===== config.mk =====
export PLATFORM = sky130hd
export DESIGN_NAME = sample_acquisition_ctrl
export DESIGN_NICKNAME = d
export VERILOG_FILES = /design/src/rtl/prox_sensor_pkg.sv /design/src/rtl/sample_period_timer.sv /design/src/rtl/sample_acquisition_ctrl.sv
export SDC_FILE = /design/constraint.sdc
export NUM_CORES = 1
export LEC_CHECK = 0
export CORE_MARGIN = 5
export CORE_UTILIZATION = 45
export DETAILED_ROUTE_END_ITERATION = 10
export PLACE_DENSITY = 0.77
export SETUP_SLACK_MARGIN = 0.02
export SKIP_LAST_GASP = 1
export SYNTH_ARGS = -nofsm -noshare
export SYNTH_HDL_FRONTEND = slang
export SYNTH_HIERARCHICAL = 1
export SYNTH_SLANG_ARGS = --single-unit

===== constraint.sdc =====
create_clock -name clock -period 3.25 [get_ports clock]
set_input_delay 0.65 -clock clock [delete_from_list [all_inputs] [get_ports clock]]
set_output_delay 0.65 -clock clock [all_outputs]
set_load 0.02 [all_outputs]

===== src/rtl/prox_sensor_pkg.sv =====
// Shared types and constants for the proximity sensor front-end.
package prox_sensor_pkg;

    localparam int unsigned ACQ_DATA_WIDTH = 32;
    localparam int unsigned ACQ_AVG_LOG2_W = 3;

    typedef enum logic [2:0] {
        IDLE,
        WAIT_TICK,
        START,
        CONVERT,
        PUBLISH
    } acq_state_t;

    // Limit a requested averaging exponent to the supported maximum.
    function automatic logic [ACQ_AVG_LOG2_W-1:0] clamp_avg_log2(
        input logic [ACQ_AVG_LOG2_W-1:0] value,
        input logic [ACQ_AVG_LOG2_W-1:0] max_value
    );
        return (value > max_value) ? max_value : value;
    endfunction

endpackage


===== src/rtl/sample_period_timer.sv =====
// Free-running burst timer: pulses tick_c once every max(period,1) cycles while enabled.
module sample_period_timer #(
    parameter int unsigned TIMER_WIDTH = 16
) (
    input  logic                   clock,
    input  logic                   reset,
    input  logic                   enable,
    input  logic                   clear,
    input  logic [TIMER_WIDTH-1:0] period,
    output logic                   tick_c
);

    logic [TIMER_WIDTH-1:0] count;
    logic [TIMER_WIDTH-1:0] last;

    // A period of 0 behaves as 1; >= keeps wrap safe if period shrinks below count.
    assign last   = (period == '0) ? '0 : period - TIMER_WIDTH'(1);
    assign tick_c = enable && !clear && (count >= last);

    // Count up, wrap on the terminal count, hold at zero when disabled or cleared.
    always_ff @(posedge clock or posedge reset) begin
        if (reset) begin
            count <= '0;
        end else if (!enable || clear) begin
            count <= '0;
        end else if (count >= last) begin
            count <= '0;
        end else begin
            count <= count + TIMER_WIDTH'(1);
        end
    end

endmodule


===== src/rtl/sample_acquisition_ctrl.sv =====
// Periodic ADC burst sequencer: averages 2^n conversions and publishes one sample per burst.
module sample_acquisition_ctrl
    import prox_sensor_pkg::*;
#(
    parameter int unsigned DATA_WIDTH     = ACQ_DATA_WIDTH,
    parameter int unsigned ADC_WIDTH      = 12,
    parameter int unsigned AVG_LOG2_MAX   = 3,
    parameter int unsigned TIMER_WIDTH    = 16,
    parameter int unsigned TIMEOUT_CYCLES = 255
) (
    input  logic                      clock,
    input  logic                      reset,
    input  logic                      enable,
    input  logic [TIMER_WIDTH-1:0]    sample_period,
    input  logic [ACQ_AVG_LOG2_W-1:0] avg_log2,
    input  logic                      err_clear,
    output logic                      adc_start,
    input  logic                      adc_done,
    input  logic [ADC_WIDTH-1:0]      adc_data,
    output logic                      data_valid,
    output logic [DATA_WIDTH-1:0]     data_out,
    output logic                      busy,
    output logic                      timeout_err
);

    localparam int unsigned ACC_W = ADC_WIDTH + AVG_LOG2_MAX;
    localparam int unsigned CNT_W = AVG_LOG2_MAX + 1;
    localparam int unsigned TMO_W = $clog2(TIMEOUT_CYCLES + 1);

    acq_state_t                state;
    logic [ACQ_AVG_LOG2_W-1:0] n_lat;
    logic [ACC_W-1:0]          acc;
    logic [CNT_W-1:0]          cnt;
    logic [TMO_W-1:0]          tmo;

    logic                      acq_tick;
    logic                      timer_clear;
    logic [ACC_W-1:0]          acc_next;
    logic [CNT_W-1:0]          cnt_next;
    logic [CNT_W-1:0]          cnt_target;
    logic [ACQ_AVG_LOG2_W-1:0] n_clamped;

    // Timer restarts from zero each time acquisition is (re)enabled.
    assign timer_clear = (state == IDLE);

    sample_period_timer #(
        .TIMER_WIDTH(TIMER_WIDTH)
    ) u_timer (
        .clock (clock),
        .reset (reset),
        .enable(enable),
        .clear (timer_clear),
        .period(sample_period),
        .tick_c(acq_tick)
    );

    // Datapath helpers for the accumulate/compare step in CONVERT.
    assign acc_next   = acc + ACC_W'(adc_data);
    assign cnt_next   = cnt + CNT_W'(1);
    assign cnt_target = CNT_W'(1) << n_lat;
    assign n_clamped  = clamp_avg_log2(avg_log2, ACQ_AVG_LOG2_W'(AVG_LOG2_MAX));

    // Burst FSM with registered strobes; a timeout set overrides a same-cycle err_clear.
    always_ff @(posedge clock or posedge reset) begin
        if (reset) begin
            state       <= IDLE;
            n_lat       <= '0;
            acc         <= '0;
            cnt         <= '0;
            tmo         <= '0;
            adc_start   <= 1'b0;
            data_valid  <= 1'b0;
            data_out    <= '0;
            busy        <= 1'b0;
            timeout_err <= 1'b0;
        end else begin
            adc_start  <= 1'b0;
            data_valid <= 1'b0;
            if (err_clear) begin
                timeout_err <= 1'b0;
            end
            if (!enable) begin
                state <= IDLE;
                busy  <= 1'b0;
                acc   <= '0;
                cnt   <= '0;
                tmo   <= '0;
            end else begin
                case (state)
                    IDLE: begin
                        state <= WAIT_TICK;
                    end
                    WAIT_TICK: begin
                        if (acq_tick) begin
                            state     <= START;
                            n_lat     <= n_clamped;
                            acc       <= '0;
                            cnt       <= '0;
                            adc_start <= 1'b1;
                            busy      <= 1'b1;
                        end
                    end
                    START: begin
                        state <= CONVERT;
                        tmo   <= '0;
                    end
                    CONVERT: begin
                        if (adc_done) begin
                            acc <= acc_next;
                            cnt <= cnt_next;
                            if (cnt_next == cnt_target) begin
                                state      <= PUBLISH;
                                data_out   <= DATA_WIDTH'(acc_next >> n_lat);
                                data_valid <= 1'b1;
                            end else begin
                                state     <= START;
                                adc_start <= 1'b1;
                            end
                        end else if (tmo == TMO_W'(TIMEOUT_CYCLES - 1)) begin
                            timeout_err <= 1'b1;
                            acc         <= '0;
                            cnt         <= '0;
                            state       <= WAIT_TICK;
                            busy        <= 1'b0;
                        end else begin
                            tmo <= tmo + TMO_W'(1);
                        end
                    end
                    PUBLISH: begin
                        state <= WAIT_TICK;
                        busy  <= 1'b0;
                    end
                    default: begin
                        state <= IDLE;
                        busy  <= 1'b0;
                    end
                endcase
            end
        end
    end

endmodule


==> metrics.cfg <==
[status]
status = finished with violations
failed_checks = negative setup slack

[clocking]
numCtsBuffers = 9
cts.sinks = 68
cts_root_buf = clkbuf_16
cts_buffer_depth = 2
clock_latency_ps = 340
clk_pin_slew_worst_paths_ps = 60
htree_levels = 3
cts_tree = built
cts_hold_buf = 0

[setup_path]
worstPathCellList = buf_6 > nor4_4 > nand4_1 > nand3b_4 > buf_4 > nand2_1 > ha_1 > a21o_1 > a221oi_2 > o22ai_2 > o311a_1 > nor2_2 > a2111oi_4 > nor2b_2 > buf_6 > buf_6 > nand2_1 > o21ai_1
crit_family = simple AND/OR/NAND/NOR gates
slowest_stage = o311a_1
crit_buf_inv = 4
crit_path_end_kind = register
timing.critical_path.mode_cell = buf_6
arrival_ps = 3780
crit_fanout = 5
critPathMaxStageDelay_ps = 390
critPathRequiredTime_ps = 3510
cp-start-kind = input pin
worst-setup-path-type = input pin to register

[power_and_ir_drop]
fin_total_pwr_uw = 2160
leakage_uw = 0.00323
ir_drop_mv = 0.262
p_per_area_nw_per_um2 = 302

[layout]
fillerInstances = 971
design_area_um2 = 7150
drive_gt1_frac = 0.248
final_util = 0.598
areaGrowthSynthToFinish_pct = 31.3
final_cell_mix = 69 x buf_4, 68 x dfrtp_1, 56 x nand2_1
antenna_cells = 0
final_common_cell = buf_4
fin_nets = 800

[timing]
fin_crit_sh = 1.09
worst_slack_ps = -277
worstMarginPinSlew_ps = 629
slew_violations = 0
fin_crit_ps = 3530
final_hold_viol_count = 0
rsz0062_at_grt = true
fin_worst_skew_ps = 11.9
fmax_ghz = 0.284
setup_viol = 21
whs_ps = 485
slew_headroom = 0.580

[min_path]
hp-class = register to register

[logic_synthesis]
synth_seq_cells = 68
yosysUniqueCellTypes = 88
yosys_warnings = 6
synth_area_um2 = 5450
synthFlopType = dfrtp_1
synth_edf_count = 0
synthCells = 611
syn_avg_cell_area_um2 = 8.92
yosysSeqAreaShare = 0.312
async_flop_share = 1.00

[grt]
grt_overflow_total = 0
grt_pass1_vias = 5213
grt_max_degree = 22
grt_pass1_wl_um = 24600
antenna_found_initial = 0
grt_usage = 0.206

[detailed_routing]
vias_per_cell = 5.97
vias = 5258
final_antenna_net_count = 0
drt_iter0_drc = 460
drt_pass1_iterations = 6
drc = 0
drt-wirelength-per-cell_um = 17.0
wirelength_um = 15000

[place]
placed_area_um2 = 6550
dp_hpwl_um = 11100
numPortBuffers = 54
place_congestion = 0.921

[die]
ios = 72
die_h_um = 120
core-area_um2 = 12000
die_x_um = 120
die-area_um2 = 14400
start_util = 0.456
rows = 40

[job]
maxCapViolCount = 0

==> through the flow <==
step / instances / worst slack (ps) / TNS, ps
2_1_floorplan: 627 / -576 / -10800
3_3_place_gp: 854 / -984 / -32280
3_5_place_dp: 854 / -1110 / -36960
4_1_cts: 879 / -286 / -5500
5_1_grt: 881 / -420 / -7920
6_report: 881 / -277 / -4450
==> routing by layer <==
metal | part of all wire | vias up | track usage
li1 | - | 2480 | -
met1 | 0.43 | 2553 | 0.275
met2 | 0.50 | 200 | 0.341
met3 | 0.059 | 25 | 0.0368
met4 | 0.017 | 0 | 0.0616
met5 | 0 | - | 0
==> logic make-up (layout without fill, tap and decap cells) <==
family,after synthesis,after routing,share of synthesized area
AO/OA/AOI/OAI,156,156,0.214
XOR/XNOR,40,40,0.0657
adder cells (fa/ha/maj),35,35,0.0817
buffers and inverters,65,172,0.0620
flip-flops,68,68,0.312
multiplexers,10,10,0.0259
other,1,17,0.000688
AND/OR/NAND/NOR,236,236,0.238
==> cell usage after synthesis, drive strengths merged, types with 4 or more instances <==
master   count  share of area
ha          34          0.078
buf         32          0.039
nand4       13          0.018
and2         4         0.0046
clkbuf       9         0.0062
xnor2       23          0.037
dfrtp       68           0.31
o211ai      10          0.017
nor4        16          0.024
a211o        5         0.0080
and3         9          0.011
a22o         6         0.0096
nor3b        4         0.0055
a221oi       6         0.0096
a211oi       9          0.016
inv         23          0.016
nand3b       4         0.0078
nor3        19          0.021
nand3       23          0.022
or2          4         0.0046
a2111oi      5          0.013
mux2i        7          0.014
nor2b        8         0.0092
xor2        17          0.029
a31oi        4         0.0057
nand4b       4         0.0064
nand2b       6         0.0083
nand2       61          0.042
a21oi       24          0.025
or3          5         0.0057
nor2        47          0.033
a21o         9          0.012
o21ai       47          0.045
==> path summary, 6_finish.rpt <==
check,slack (ps),to,start,cells after the start
min in group asynchronous,640,tmo[5],reset,2
max in group asynchronous,2020,acc[13],reset,3
worst max-delay path,-280,acc[11],sample_period[8],18
worst min register to register,490,data_out[14],data_out[14],2
worst max register to register,470,acc[11],u_timer/count[7],12
worst min-delay path,490,data_out[14],data_out[14],2
==> cell type report <==
type                       instances  area, µm²  share of cell area
clock buffer                       9        225              0.0315
clock inverter                     7       72.6              0.0101
tap                              147        184              0.0257
timing repair buffer             132       1150               0.160
sequential                        68       1700               0.238
multi-input combinational        494       3730               0.522
inverter                          24       90.1              0.0126
==> power breakdown <==
part	switching (µW)	internal, µW
registers	6.68	850
clock network	385	596
logic	178	144
total	570	1590
==> worst reg2reg max path: stages, from the launching register on <==
cell and delay, ps:
dfrtp_1 470, ha_1 360, and2_1 180, a221oi_2 280
o22ai_2 110, o311a_1 390, nor2_2 190, a2111oi_4 50
nor2b_2 260, buf_6 150, buf_6 110, nand2_1 60
o21ai_1 80
==> repair_timing <==
action	4_1_cts	5_1_grt
cloned	3	0
gates resized for setup	77	34
pin swaps	22	21
setup buffers	6	3
endpoints found under the setup margin	42	43
==> state kept, by name, indices dropped and copies added (netlist names) <==
signal / count
cnt: 4
state: 3
acc: 15
timeout_err: 1
u_timer/count: 16
tmo: 8
data_valid: 1
busy: 1
n_lat: 3
data_out: 15
adc_start: 1
(Power assumes the default switching activity.)
